[src/rtl/ysyx_210544_if_stage_pkg.sv]
// Shared types and helpers for the instruction-fetch stage.
// Latency: n/a (declarations and pure functions only).
// Backpressure: n/a.
package ysyx_210544_if_stage_pkg;

    localparam int BUS_64 = 64;
    localparam int BUS_32 = 32;

    // Synthetic instruction presented when a fetch is abandoned (addi x0,x0,0).
    localparam logic [BUS_32-1:0] INST_NOP = 32'h0000_0013;

    typedef enum logic [1:0] {
        IF_S_IDLE = 2'd0,
        IF_S_REQ  = 2'd1,
        IF_S_DONE = 2'd2,
        IF_S_WAIT = 2'd3
    } if_state_e;

    // Bus reads are doubleword aligned; the low three address bits are dropped.
    function automatic logic [BUS_64-1:0] if_dword_addr(input logic [BUS_64-1:0] addr);
        return addr & ~64'h7;
    endfunction

    // Instruction addresses are word aligned; redirect targets lose their low two bits.
    function automatic logic [BUS_64-1:0] if_word_align(input logic [BUS_64-1:0] addr);
        return addr & ~64'h3;
    endfunction

    // Pick the 32-bit instruction out of the returned doubleword.
    function automatic logic [BUS_32-1:0] if_sel_word(input logic             sel_hi,
                                                       input logic [BUS_64-1:0] rdata);
        return sel_hi ? rdata[63:32] : rdata[31:0];
    endfunction

endpackage

[src/rtl/ysyx_210544_if_stage.sv]
// Instruction fetch: one read per instruction, presents pc/inst/nocmt with a 1-cycle strobe.
// Latency: fetched strobe the cycle after bus_ready; next request the cycle after writeback.
// Backpressure: bus_req held until bus_ready; no new fetch until writeback. Macro YSYX_210544_IF_TIMEOUT_EN bounds the bus wait.
module ysyx_210544_if_stage
    import ysyx_210544_if_stage_pkg::*;
#(
    parameter logic [63:0] RESET_PC       = 64'h0000_0000_8000_0000,
    parameter int          TIMEOUT_CYCLES = 1024
) (
    input  logic        clk,
    input  logic        rst,
    input  logic        i_if_writebacked_req,
    input  logic        i_if_pc_jmp,
    input  logic [63:0] i_if_pc_jmpaddr,
    output logic        o_if_bus_req,
    output logic [63:0] o_if_bus_addr,
    input  logic        i_if_bus_ready,
    input  logic [63:0] i_if_bus_rdata,
    output logic        o_if_fetched_req,
    output logic [63:0] o_if_pc,
    output logic [31:0] o_if_inst,
    output logic        o_if_nocmt
);

    // The timeout compare needs at least one wait cycle to be meaningful.
    if (TIMEOUT_CYCLES < 2) begin : g_bad_timeout
        $error("TIMEOUT_CYCLES must be at least 2");
    end

    if_state_e   state_q, state_d;
    logic        boot_q,  boot_d;
    logic [63:0] pc_q,    pc_d;
    logic [31:0] inst_q,  inst_d;
    logic        nocmt_q, nocmt_d;

`ifdef YSYX_210544_IF_TIMEOUT_EN
    localparam int TMO_W = $clog2(TIMEOUT_CYCLES);
    localparam logic [TMO_W-1:0] TMO_LAST = TMO_W'(TIMEOUT_CYCLES - 1);

    logic [TMO_W-1:0] tmo_cnt_q, tmo_cnt_d;
`endif

    // Next-state and datapath updates; every field holds unless its state acts on it.
    always_comb begin
        state_d   = state_q;
        boot_d    = boot_q;
        pc_d      = pc_q;
        inst_d    = inst_q;
        nocmt_d   = nocmt_q;
`ifdef YSYX_210544_IF_TIMEOUT_EN
        tmo_cnt_d = tmo_cnt_q;
`endif
        unique case (state_q)
            IF_S_IDLE: begin
                if (boot_q) begin
                    boot_d  = 1'b0;
                    state_d = IF_S_REQ;
`ifdef YSYX_210544_IF_TIMEOUT_EN
                    tmo_cnt_d = '0;
`endif
                end
            end
            IF_S_REQ: begin
                // A real response wins even on the last allowed wait cycle.
                if (i_if_bus_ready) begin
                    inst_d  = if_sel_word(pc_q[2], i_if_bus_rdata);
                    nocmt_d = 1'b0;
                    state_d = IF_S_DONE;
                end
`ifdef YSYX_210544_IF_TIMEOUT_EN
                else if (tmo_cnt_q == TMO_LAST) begin
                    // Give up on the bus and hand decode a NOP that difftest skips.
                    inst_d  = INST_NOP;
                    nocmt_d = 1'b1;
                    state_d = IF_S_DONE;
                end else begin
                    tmo_cnt_d = tmo_cnt_q + 1'b1;
                end
`endif
            end
            IF_S_DONE: begin
                state_d = IF_S_WAIT;
            end
            IF_S_WAIT: begin
                // Redirect is only honoured together with the retire pulse.
                if (i_if_writebacked_req) begin
                    pc_d    = i_if_pc_jmp ? if_word_align(i_if_pc_jmpaddr) : pc_q + 64'd4;
                    state_d = IF_S_REQ;
`ifdef YSYX_210544_IF_TIMEOUT_EN
                    tmo_cnt_d = '0;
`endif
                end
            end
            default: begin
                state_d = IF_S_IDLE;
            end
        endcase
    end

    // State and datapath registers; reset abandons any in-flight read.
    always_ff @(posedge clk or posedge rst) begin
        if (rst) begin
            state_q   <= IF_S_IDLE;
            boot_q    <= 1'b1;
            pc_q      <= RESET_PC;
            inst_q    <= '0;
            nocmt_q   <= 1'b0;
`ifdef YSYX_210544_IF_TIMEOUT_EN
            tmo_cnt_q <= '0;
`endif
        end else begin
            state_q   <= state_d;
            boot_q    <= boot_d;
            pc_q      <= pc_d;
            inst_q    <= inst_d;
            nocmt_q   <= nocmt_d;
`ifdef YSYX_210544_IF_TIMEOUT_EN
            tmo_cnt_q <= tmo_cnt_d;
`endif
        end
    end

    // Handshake outputs decode straight from the state register so they never glitch.
    always_comb begin
        o_if_bus_req     = (state_q == IF_S_REQ);
        o_if_fetched_req = (state_q == IF_S_DONE);
        o_if_bus_addr    = if_dword_addr(pc_q);
        o_if_pc          = pc_q;
        o_if_inst        = inst_q;
        o_if_nocmt       = nocmt_q;
    end

endmodule

[config.mk]
export PLATFORM = sky130hd
export DESIGN_NAME = ysyx_210544_if_stage
export DESIGN_NICKNAME = d
export VERILOG_FILES = /design/src/rtl/ysyx_210544_if_stage_pkg.sv /design/src/rtl/ysyx_210544_if_stage.sv
export SDC_FILE = /design/constraint.sdc
export NUM_CORES = 1
export LEC_CHECK = 0
export CAP_MARGIN = 0
export CORE_MARGIN = 2
export CORE_UTILIZATION = 46
export CTS_CLUSTER_SIZE = 25
export DETAILED_ROUTE_END_ITERATION = 12
export PLACE_DENSITY = 0.87
export SLEW_MARGIN = 0
export SYNTH_ARGS = -nofsm -noshare
export SYNTH_HDL_FRONTEND = slang
export SYNTH_SLANG_ARGS = --single-unit
[constraint.sdc]
create_clock -name clk -period 5.6 [get_ports clk]
set_input_delay 1.12 -clock clk [delete_from_list [all_inputs] [get_ports clk]]
set_output_delay 1.12 -clock clk [all_outputs]
set_load 0.03 [all_outputs]
==> impl_metrics.ini, run 1 <==
[sta]
rsz0062_at_grt = no
max_slew_margin = 0.3024
maxSlewViolCount = 0
fmax_mhz = 312.0
worstMarginPinSlew_ps = 1046
whs_ps = 500.8
skew_ps = 6.834
final_hold_viol_count = 0
period_needed_ps = 3205
tns_ps = 0
setup_viol = 0
fin_crit_sh = 0.5723

[layout]
diodes = 0
stdcell_area_um2 = 9378
area_growth_syn_to_layout_pct = 42.00
nets = 1107
drive_gt1_frac = 0.04933

[run_status]
status = finished, final reports clean

[critical_path]
crit_path_max_fanout = 43
worstSetupEndpointType = flop
cp_data_arrival_time_ps = 3440
startpoint_type = input port
reg2reg_slack_ps = 2410
criticalPathCategory = in -> reg
path_cells = clkdlybuf4s50_1, nand2_2, buf_4, nor2_1, a22o_1, a221o_1
crit_required_ps = 5830
crit_slowest_cell = buf_4
slowest_delay_ps = 510

[synth]
async_flop_share = 1.000
ys_warn_count = 0
netlist_top_cells_area = dfrtp_1 36%, buf_4 8.0%, mux2i_1 5.5%
ys_types = 63
yosys-top-cells-count = 95 x dfrtp_1, 70 x buf_4, 68 x a21oi_1
yosysTopAreaCellShare = 0.3600
syn_area_per_cell_um2 = 8.466
synth_seq_cells = 97
synth_ff_type = dfrtp_1
seq_area_frac_synth = 0.3679
synth-edff-count = 0
synthCells = 780
synth_most_common_cell = dfrtp_1
synth_area_um2 = 6604
yosysTopAreaCell = dfrtp_1

[floorplan]
dieArea_um2 = 15330
start_util = 0.4739
core_area_um2 = 13930
dieWidth_um = 123.8
rows = 43
io_pins = 296
die_height_um = 123.8

[clock_network]
post_cts_resized = 0
clockBufferDepth = 2
clock_latency_ps = 350
cts_root_buf = clkbuf_16
cts-htree-levels = 3
path_clk_slew_ps = 70
cts-buffers-inserted = 9
clock_sinks = 97
cts_setup_buffers = 0
cts_tree = built
cts_hold_buf = 0

[detailed_routing]
drt_iter0_markers = 705
dr.pass1.iters = 5
via_per_inst = 6.060
wl_um = 22480
route.detailed.drc = 0
vias = 6987
routedWlPerCell_um = 19.50
final_antenna_net_count = 0

[hold_path]
hp-class = reg -> reg

[pwr]
ir_worst_vdd_mv = 0.3560
powerDensity_nw_per_um2 = 586.6
p_leak_uw = 0.003616

[global_route]
grt_pass1_wl_um = 34290
grt_pass1_vias = 6616
antenna_found_initial = 0
grtUsageTotal = 0.2877
grt.overflow.total = 0
grt_start_max_net_pins = 69

[placement]
dpl.hpwl_um = 16390
gp_congestion = 0.9149
placed_area_um2 = 9045
portBuffers = 287

[job]
cap_viol_max_count = 0
[area by class of cell]
class / count / area, um^2
Fill cell: 1086 / 4557
Multi-Input combinational cell: 554 / 3417
Timing Repair Buffer: 294 / 2920
Sequential cell: 97 / 2431
Clock buffer: 9 / 225.2
Tap cell: 180 / 225.2
Clock inverter: 6 / 107.6
Inverter: 13 / 51.30
[critical path: cells and delay by family]
kind | cells | cell delay [ps]
buffers and inverters | 2 | 980
AOI/OAI and AO/OA | 2 | 580
and+or+nand+nor | 2 | 730
[state kept, by name, indices dropped and copies added, names as in the netlist]
| name | flops |
|---|---|
| o_if_pc | 62 |
| state_q | 2 |
| o_if_inst | 32 |
| boot_q | 1 |
[through the flow]
step	cells	power, uW	setup slack, ps	utilization
after floorplan	785	3597	1950	-
after global routing	1153	5782	2215	0.6730
after CTS	1153	5495	2424	0.6730
final	1153	5501	2395	0.6730
after global placement	1138	4712	2092	0.6491
after detailed placement	1138	4772	2086	0.6491
[cell families (layout without fill, tap and decap cells)]
family	after synthesis	count (layout)	synth area share
flip-flops	97	97	0.3679
buffers and inverters	134	322	0.1182
multiplexers	36	36	0.05457
AND/OR/NAND/NOR	308	308	0.2567
other	1	6	0.0005679
AO/OA/AOI/OAI	199	199	0.1925
adder cells (fa/ha/maj)	5	5	0.009473
[cells in the final DEF (no fill, tap or decap), types with 7 or more instances in the layout]
cell,n
a21oi_1,68
a2bb2oi_1,8
a311oi_1,9
a31oi_1,10
and2_1,8
and3_1,16
and4_1,18
buf_4,7
clkbuf_16,9
clkdlybuf4s50_1,286
dfrtp_1,94
inv_1,11
mux2i_1,36
nand2_1,52
nand3_1,44
nand4_1,18
nor2_1,65
nor3_1,26
nor4_1,12
o21ai_0,39
o22ai_1,10
or3_1,14
or4_1,9
[per-layer routing]
layer | routed length [um] | part of all wire | global-route usage | vias to the layer above
li1 | - | - | - | 3208
met1 | 8259 | 0.37 | 0.3441 | 3301
met2 | 11230 | 0.50 | 0.4935 | 422
met3 | 2268 | 0.10 | 0.07189 | 56
met4 | 730 | 0.032 | 0.1186 | 0
met5 | 0 | 0 | 0 | -
[power by group]
| part | internal (uW) | switching [uW] |
|---|---|---|
| Clock | 433 | 282 |
| Combinational | 1330 | 1940 |
| Sequential | 1020 | 493 |
[final timing paths]
check / depth (start not counted) / start / to
min in group asynchronous: 2 / rst / state_q[0]
min reg2reg: 1 / boot_q / boot_q
min: 1 / boot_q / boot_q
max: 6 / i_if_writebacked_req / o_if_pc[61]
max in group asynchronous: 3 / rst / o_if_pc[31]
max reg2reg: 7 / o_if_pc[2] / o_if_pc[50]
Note: power is estimated with default switching activity, not from simulation.
==> run 2, diff against run 1 <==
- CORE_UTILIZATION: 46 -> 43
- PLACE_DENSITY: 0.87 -> 0.82
- clock period: 5.6 -> 3.1 ns (I/O delays scaled with it)
==> impl_metrics.ini, run 2 (synthesized netlist as in run 1, its figures left out) <==
[pwr]
switching_share = 0.5028
comb_power_share = 0.605
p_clk_frac = 0.114
internal_power_uw = 4859
ir_worst_vdd_mv = 0.5182
p_leak_uw = 0.003641
p_switching_uw = 4913
powerDensity_nw_per_um2 = 1037
seq_power_share = 0.280

[placement]
dp_cells = 1155
dpl.hpwl_um = 16910
portBuffers = 287
gp_congestion = 0.9171

[critical_path]
startpoint_type = flop
crit_required_ps = 3400
criticalPathCategory = reg -> reg
crit_path_max_fanout = 8
cp_data_arrival_time_ps = 3020
worstSetupEndpointType = flop

[sta]
fin_crit_sh = 0.8790
tns_ps = 0
final_hold_viol_count = 0
skew_ps = 7.109
period_needed_ps = 2725
worstMarginPinSlew_ps = 742.9
setup_viol = 0
rsz0062_at_grt = no
fmax_mhz = 367.0
maxSlewViolCount = 0
max_slew_margin = 0.5047

[layout]
largest_reg_flops = 62
most-common-layout-cells = 286 x clkdlybuf4s50_1, 94 x dfrtp_1, 68 x a21oi_1
nets = 1116
final_common_cell = clkdlybuf4s50_1
diodes = 0
layout.cells.non_filler = 1171
fin_util = 0.6245
area_growth_syn_to_layout_pct = 42.71
drive_gt1_frac = 0.05900
fillers = 1298

[clock_network]
cts_root_buf = clkbuf_16
cts-htree-levels = 3
cts_hold_buf = 0
path_clk_slew_ps = 70
clock_sinks = 97
cts_setup_buffers = 0
clock_latency_ps = 360
cts_tree = built
cts-buffers-inserted = 9
post_cts_resized = 0
clockBufferDepth = 2

[floorplan]
core_area_um2 = 15090
rows = 45
start_util = 0.4376
die_height_um = 127.9
dieWidth_um = 127.9
dieArea_um2 = 16360
io_pins = 296

[global_route]
grt.overflow.total = 0
grt_pass1_wl_um = 34820
antenna_found_initial = 0
grt_pass1_vias = 6445
grtUsageTotal = 0.2728
grt_start_max_net_pins = 65

[detailed_routing]
wl_um = 22420
vias = 6877
routedWlPerCell_um = 19.14
final_antenna_net_count = 0
dr.pass1.iters = 5
via_per_inst = 5.873
route.detailed.drc = 0
drt_iter0_markers = 579

[run_status]
status = finished, final reports clean

[hold_path]
hp-class = reg -> reg

[job]
cap_viol_max_count = 0
-- run 2: cell count changes in the layout (fill, tap and decap cells not counted), sizes merged --
cell    change
bufinv      -3
buf         +9
clkbuf      +1
inv         +3
-- run 2: metal layers --
| metal | vias to the layer above | global-route usage | part of all wire |
|---|---|---|---|
| li1 | 3225 | - | - |
| met4 | 0 | 0.1189 | 0.033 |
| met2 | 304 | 0.4747 | 0.51 |
| met3 | 49 | 0.06427 | 0.074 |
| met5 | - | 0 | 0 |
| met1 | 3299 | 0.3217 | 0.39 |
-- run 2: power by group through the flow --
stage               sequential (uW)  combinational (uW)  clock [uW]
floorplan                      3590                2910           0
global placement               2720                5850           0
detailed placement             2750                5930           0
CTS                            2730                5950        1130
global route                   2850                6280        1180
finish                         2740                5920        1120
-- run 2: critical path: stages (launching register included) --
cell and delay (ps):
dfrtp_1 430, ha_1 260, and4_1 450, and4_1 520, nand4_1 350, or4_1 560, nand3_1 90
-- run 2: layout make-up --
| cell class | instances | area [um^2] | area share |
|---|---|---|---|
| clock buffers | 10 | 239.0 | 0.02536 |
| repair buffers | 303 | 3000 | 0.3184 |
| multi-input cells | 554 | 3417 | 0.3626 |
| clock inverters | 6 | 48.80 | 0.005178 |
| well taps | 188 | 235.2 | 0.02496 |
| flip-flops and latches | 97 | 2431 | 0.2580 |
| inverters | 13 | 52.55 | 0.005576 |
-- run 2: per-stage QoR --
stage | hold WS [ps] | setup WS, ps | power [uW] | area, um^2
floorplan | 464.5 | 684.9 | 6497 | 6626
global placement | 472.5 | 494.9 | 8579 | 9136
detailed placement | 480.0 | 431.6 | 8681 | 9136
CTS | 490.3 | 408.1 | 9810 | 9424
global route | 508.4 | 274.2 | 10310 | 9424
finish | 490.0 | 375.1 | 9772 | 9424
-- run 2: worst paths after layout --
check	from	end	slack (ps)	cells past startpoint
worst max-delay path	o_if_pc[3]	o_if_pc[50]	380	6
worst min-delay path	boot_q	boot_q	490	1
worst max register to register	o_if_pc[3]	o_if_pc[50]	380	6
worst min register to register	boot_q	boot_q	490	1
max in group asynchronous	rst	o_if_pc[33]	1750	3
min in group asynchronous	rst	o_if_inst[25]	780	3
==> run 3, diff against run 2 <==
- GPL_ROUTABILITY_DRIVEN: unset -> 0
==> results of run 3 <==
No change in the layout: final DEF, timing and power equal those of run 2.
